<file path="config.mk">
export PLATFORM = sky130hd
export DESIGN_NAME = gci_std_display_vram_if_responder
export DESIGN_NICKNAME = d
export VERILOG_FILES = /design/src/rtl/gci_std_display_vram_if_responder.sv
export SDC_FILE = /design/constraint.sdc
export NUM_CORES = 1
export LEC_CHECK = 0
export CORE_MARGIN = 8
export CORE_UTILIZATION = 45
export CTS_CLUSTER_SIZE = 40
export DETAILED_ROUTE_END_ITERATION = 10
export PLACE_DENSITY = 0.68
export SLEW_MARGIN = 20
export SYNTH_ARGS = -nofsm -noshare
export SYNTH_HDL_FRONTEND = slang
export SYNTH_SLANG_ARGS = --single-unit
</file>
<file path="constraint.sdc">
create_clock -name iGCI_CLOCK -period 4 [get_ports iGCI_CLOCK]
set_input_delay 0.8 -clock iGCI_CLOCK [delete_from_list [all_inputs] [get_ports iGCI_CLOCK]]
set_output_delay 0.8 -clock iGCI_CLOCK [all_outputs]
set_load 0.01 [all_outputs]
</file>
<file path="src/rtl/gci_std_display_vram_if_responder.sv">
// Memory-side responder for the display VRAM read interface.
// Grants one REQ/ACK/FINISH read session at a time, queues read addresses,
// issues them in order to a single-port VRAM port and returns the data
// to the reader in order with a fixed one-cycle latency.
module gci_std_display_vram_if_responder #(
  parameter int unsigned P_MEM_ADDR_N    = 19,
  parameter int unsigned P_QUEUE_DEPTH   = 8,
  parameter int unsigned P_QUEUE_DEPTH_N = 3
) (
  input  logic                    iGCI_CLOCK,
  input  logic                    inRESET,
  input  logic                    iRESET_SYNC,
  input  logic                    iIF_REQ,
  output logic                    oIF_ACK,
  input  logic                    iIF_FINISH,
  input  logic                    iIF_ENA,
  output logic                    oIF_BUSY,
  input  logic [P_MEM_ADDR_N-1:0] iIF_ADDR,
  output logic                    oIF_VALID,
  output logic [31:0]             oIF_DATA,
  output logic                    oMEM_REQ,
  input  logic                    iMEM_BUSY,
  output logic [P_MEM_ADDR_N-1:0] oMEM_ADDR,
  input  logic                    iMEM_VALID,
  input  logic [31:0]             iMEM_DATA,
  output logic                    oPROTO_ERR
);

  localparam int unsigned CW = P_QUEUE_DEPTH_N + 1;
  // One extra bit: repeated flushes can leave returns from more than one
  // session still owed by the memory.
  localparam int unsigned DW = P_QUEUE_DEPTH_N + 2;
  localparam logic [CW-1:0] FULL = CW'(P_QUEUE_DEPTH);

  typedef enum logic [1:0] {
    ST_IDLE,
    ST_ACK,
    ST_SESSION,
    ST_DRAIN
  } state_t;

  state_t                      state_q, state_d;
  logic [P_QUEUE_DEPTH_N-1:0]  wr_ptr_q, wr_ptr_d;
  logic [P_QUEUE_DEPTH_N-1:0]  rd_ptr_q, rd_ptr_d;
  logic [CW-1:0]               count_q, count_d;
  logic [CW-1:0]               pending_q, pending_d;
  logic [DW-1:0]               discard_q, discard_d;
  logic                        ack_q, ack_d;
  logic                        if_valid_q, if_valid_d;
  logic [31:0]                 if_data_q, if_data_d;
  logic                        err_q, err_d;
  logic [P_MEM_ADDR_N-1:0]     queue_q [P_QUEUE_DEPTH];

  logic                        busy;
  logic                        accept;
  logic                        push;
  logic                        issue;
  logic                        discard_hit;
  logic                        ret;
  logic                        stray;
  logic                        consume;
  logic [CW-1:0]               inflight;

  assign busy        = (state_q != ST_SESSION) || (pending_q == FULL);
  assign accept      = iIF_ENA && !busy;
  assign push        = accept && !iRESET_SYNC;
  assign issue       = (count_q != '0) && !iMEM_BUSY;
  assign discard_hit = iMEM_VALID && (discard_q != '0);
  assign ret         = iMEM_VALID && (discard_q == '0) && (pending_q != '0);
  assign stray       = iMEM_VALID && (discard_q == '0) && (pending_q == '0);
  assign inflight    = pending_q - count_q;
  assign consume     = iMEM_VALID && ((discard_q != '0) || (inflight != '0));

  assign oIF_ACK    = ack_q;
  assign oIF_BUSY   = busy;
  assign oIF_VALID  = if_valid_q;
  assign oIF_DATA   = if_data_q;
  assign oMEM_REQ   = (count_q != '0);
  assign oMEM_ADDR  = queue_q[rd_ptr_q];
  assign oPROTO_ERR = err_q;

  // Next-state: session FSM, queue pointers, pending/discard counters, return path.
  always_comb begin
    state_d    = state_q;
    wr_ptr_d   = wr_ptr_q;
    rd_ptr_d   = rd_ptr_q;
    count_d    = count_q;
    pending_d  = pending_q;
    discard_d  = discard_q;
    if_valid_d = ret;
    if_data_d  = ret ? iMEM_DATA : if_data_q;
    err_d      = err_q
               | (iIF_ENA    && (state_q != ST_SESSION))
               | (iIF_FINISH && (state_q != ST_SESSION))
               | stray;

    unique case (state_q)
      ST_IDLE:    if (iIF_REQ) state_d = ST_ACK;
      ST_ACK:     state_d = ST_SESSION;
      ST_SESSION: if (iIF_FINISH) state_d = ST_DRAIN;
      ST_DRAIN:   if (pending_q == '0) state_d = ST_IDLE;
      default:    state_d = ST_IDLE;
    endcase

    if (push)  wr_ptr_d = wr_ptr_q + 1'b1;
    if (issue) rd_ptr_d = rd_ptr_q + 1'b1;
    if (push && !issue)      count_d = count_q + CW'(1);
    else if (!push && issue) count_d = count_q - CW'(1);

    if (accept && !ret)      pending_d = pending_q + CW'(1);
    else if (!accept && ret) pending_d = pending_q - CW'(1);

    if (discard_hit) discard_d = discard_q - DW'(1);

    if (iRESET_SYNC) begin
      // Everything issued but not yet returned, including a command the
      // memory takes on this very edge, is owed back and must be swallowed.
      state_d    = ST_IDLE;
      wr_ptr_d   = '0;
      rd_ptr_d   = '0;
      count_d    = '0;
      pending_d  = '0;
      discard_d  = discard_q + DW'(inflight) + DW'(issue) - DW'(consume);
      if_valid_d = 1'b0;
      err_d      = 1'b0;
    end

    ack_d = (state_d == ST_ACK);
  end

  // State and queue storage registers.
  always_ff @(posedge iGCI_CLOCK or negedge inRESET) begin
    if (!inRESET) begin
      state_q    <= ST_IDLE;
      wr_ptr_q   <= '0;
      rd_ptr_q   <= '0;
      count_q    <= '0;
      pending_q  <= '0;
      discard_q  <= '0;
      ack_q      <= 1'b0;
      if_valid_q <= 1'b0;
      if_data_q  <= '0;
      err_q      <= 1'b0;
      for (int unsigned i = 0; i < P_QUEUE_DEPTH; i++) queue_q[i] <= '0;
    end else begin
      state_q    <= state_d;
      wr_ptr_q   <= wr_ptr_d;
      rd_ptr_q   <= rd_ptr_d;
      count_q    <= count_d;
      pending_q  <= pending_d;
      discard_q  <= discard_d;
      ack_q      <= ack_d;
      if_valid_q <= if_valid_d;
      if_data_q  <= if_data_d;
      err_q      <= err_d;
      if (push) queue_q[wr_ptr_q] <= iIF_ADDR;
    end
  end

endmodule

</file>
==> results.ini <==
[outcome]
run_status=complete, no violations

[floorplan]
dieArea_um2=26700
die_h_um=163
core_um2=21600
start_util_pct=45.4
rows=54
die_w_um=163
io_pins=115

[synthesis]
ys_warn_count=0
async_flop_share_pct=100
netlist_area_um2=9790
syn_nets=729
synth_ff_type=dfrtp_1
seq_area_frac_synth_pct=53.2
synth_cells=647
synth_seq_cells=208
yosysUniqueCellTypes=49
synth_edf_count=0
syn_area_per_cell_um2=15.1

[critical_path]
critPathCapture=oMEM_ADDR[8]
regToRegSetupSlack_ns=0.41
critPathKind=flop to output pin
regToRegEndpoint=discard_q[4]$_DFFE_PN0P_
arrival_ns=2.84
cp-startpoint=rd_ptr_q[0]$_DFFE_PN0P_
path_cells=buf_12 > mux4_2 > mux2_2 > clkdlybuf4s50_1
required_ns=3.20
slowest_delay_ns=0.76
worstRegToRegCells=16
worst_setup_path_end_kind=output pin
cp-start-kind=flop
critPathMaxFanout=14
reg2reg_from=pending_q[0]$_DFFE_PN0P_
cp_slowest_cell=dfrtp_2

[detailed_routing]
drt_first_pass_iters=4
met2_length_um=10700
vias=5766
dr_wl_met3_um=1160
drt_iter0_markers=176
detail-route-antenna-nets=0
drc=0
drt-met1-wl_um=9620
routed.top_layer=met4
vias_per_cell=5.40
routedWlPerCell_um=20.5
wl_um=21900

[clock_network]
clkTransAtPathRegs_ns=0.06
root_buffer=clkbuf_16
worstSkewPairLatency_ns=0.50
postCtsSetupRepairBufs=0
clock-sinks=208
postCtsHoldBufs=0
cts_tree=yes
cts_max_path_buffers=3
cts_buffers=23
cts_resized=0
htree_levels=1

[global_routing]
antenna_found_initial=0
grt_start_max_net_pins=91
overflow=0
grt_pass1_wl_um=36000
grt.total_usage_pct=16.9
grt_pass1_vias=6628

[timing]
hold_violations=0
worst_pin_slew_ns=0.726
fin_tns_setup_ns=0
fin_crit_ns=3.64
setup_viol=0
rsz0062_at_grt=no
max_freq_ghz=0.274
slew_headroom_pct=51.1
maxSlewViolCount=0
clock_skew_ns=0.0114
finalCritPeriodShare_pct=91.1

[cells_and_area]
nets=854
layout-drive-gt1-share_pct=39.2
area_growth_pct=23.4
antenna_cells=0
design_area_um2=12100
nFillCells=1696

[power]
leakage_nw=5.62
fin_total_pwr_mw=7.17
power_density_nw_per_um2=594
ir_worst_vdd_mv=0.337

[placement]
finalWeightedCongestion=0.828
dpl_cell_area_um2=11300
dp_hpwl_um=14700
io_buffers=114

[hold_path]
hold_path.class=input port to asynchronous set/reset pin

[run]
maxCapViolCount=0

report_power, final:
group / total (mW) / switching (mW) / internal (mW)
combinational: 2.44 / 1.05 / 1.39
sequential: 2.62 / 0.213 / 2.41
clock: 2.11 / 0.828 / 1.28
registers in the layout, summed over array words and instances, names as in the netlist:
register	cells
count_q	4
state_q	2
discard_q	5
oIF_DATA	32
rd_ptr_q	3
oIF_ACK	1
oPROTO_ERR	1
queue_q	152
pending_q	4
wr_ptr_q	3
oIF_VALID	1
worst min-delay path by stage:
stage	to	slack, ns	from	cells after the start
CTS	state_q[1]$_DFF_PN0_	0.39	inRESET	1
global placement	queue_q[110]$_DFFE_PN0P_	0.48	queue_q[110]$_DFFE_PN0P_	1
floorplan	queue_q[100]$_DFFE_PN0P_	0.47	queue_q[100]$_DFFE_PN0P_	1
global route	oPROTO_ERR$_DFF_PN0_	0.42	inRESET	1
detailed placement	queue_q[19]$_DFFE_PN0P_	0.49	queue_q[19]$_DFFE_PN0P_	1
finish	oPROTO_ERR$_DFF_PN0_	0.36	inRESET	1
layout make-up:
cell class	count	area (µm²)	area share (%)
Clock buffer	31	656	5.43
Clock inverter	10	109	0.901
Inverter	23	86.3	0.715
Multi-Input combinational cell	384	4310	35.7
Sequential cell	208	5210	43.1
Tap cell	280	350	2.90
Timing Repair Buffer	132	1360	11.2
through the flow:
step	setup WS [ns]	utilization, %	hold WS, ns	cells
6_report	0.357	56.0	0.360	1068
2_1_floorplan	0.700	-	0.474	647
4_1_cts	0.288	56.0	0.394	1068
5_1_grt	0.168	56.0	0.416	1068
3_3_place_gp	0.421	52.5	0.481	1027
3_5_place_dp	0.343	52.5	0.491	1027
synthesized netlist by cell type, types with 2 or more instances:
library cell,n,area (µm²)
buf_1,4,15.0
mux2_2,194,2180
a21oi_1,8,40.0
nand3b_1,4,30.0
a31oi_1,2,12.5
nor2b_4,2,27.5
mux2i_1,6,60.1
nand2_1,8,30.0
xnor2_1,13,114
mux2_4,10,150
nand2b_1,4,25.0
nand3_1,5,25.0
inv_1,23,86.3
ha_1,18,225
clkbuf_1,8,30.0
buf_6,5,56.3
o21ai_0,4,20.0
nor3b_1,2,15.0
a211oi_1,2,15.0
nor3_1,3,15.0
and3_1,2,12.5
mux4_2,38,856
buf_2,9,45.0
buf_4,6,45.0
xor2_1,6,52.6
nor2b_1,3,18.8
fa_1,5,100
a21o_1,3,22.5
dfrtp_1,208,5200
nor4_1,2,12.5
nor2_1,22,82.6
metal layers:
metal	vias up	track usage, %
met5	-	0
li1	2603	-
met3	34	3.88
met2	131	27.8
met4	0	4.59
met1	2998	22.0
critical path, delay by kind of cell, from the launching register on:
| kind | cells | cell delay (ns) |
|---|---|---|
| buf+inv | 2 | 0.75 |
| flops | 1 | 0.76 |
| mux | 2 | 0.83 |
cells in the final DEF, fill, tap and decap left out, drive strengths merged, types with 3 or more instances in the layout:
cell type	netlist	routed
ha	18	18
mux2i	6	6
nand3	6	6
xor2	6	6
o21ai	4	4
nor2b	5	5
mux4	38	38
a21o	3	3
nor2	23	23
dfrtp	208	208
clkdlybuf4s50	0	113
inv	23	23
nor3	3	3
clkinv	0	6
mux2	204	204
fa	5	5
nand2b	4	4
clkbuf	8	32
xnor2	13	13
buf	24	18
nand2	9	9
a21oi	8	8
nand3b	4	4
cells by family (layout without fill, tap and decap cells):
logic type / count (synthesis) / count (layout) / share of synthesized area, %
AO/OA/AOI/OAI: 26 / 26 / 1.73
flip-flops: 208 / 208 / 53.2
buffers and inverters: 55 / 196 / 2.84
adder cells (fa/ha/maj): 23 / 23 / 3.32
AND/OR/NAND/NOR: 68 / 68 / 4.01
XOR/XNOR: 19 / 19 / 1.70
multiplexers: 248 / 248 / 33.2
No activity file was read; power rests on OpenSTA's default activity.
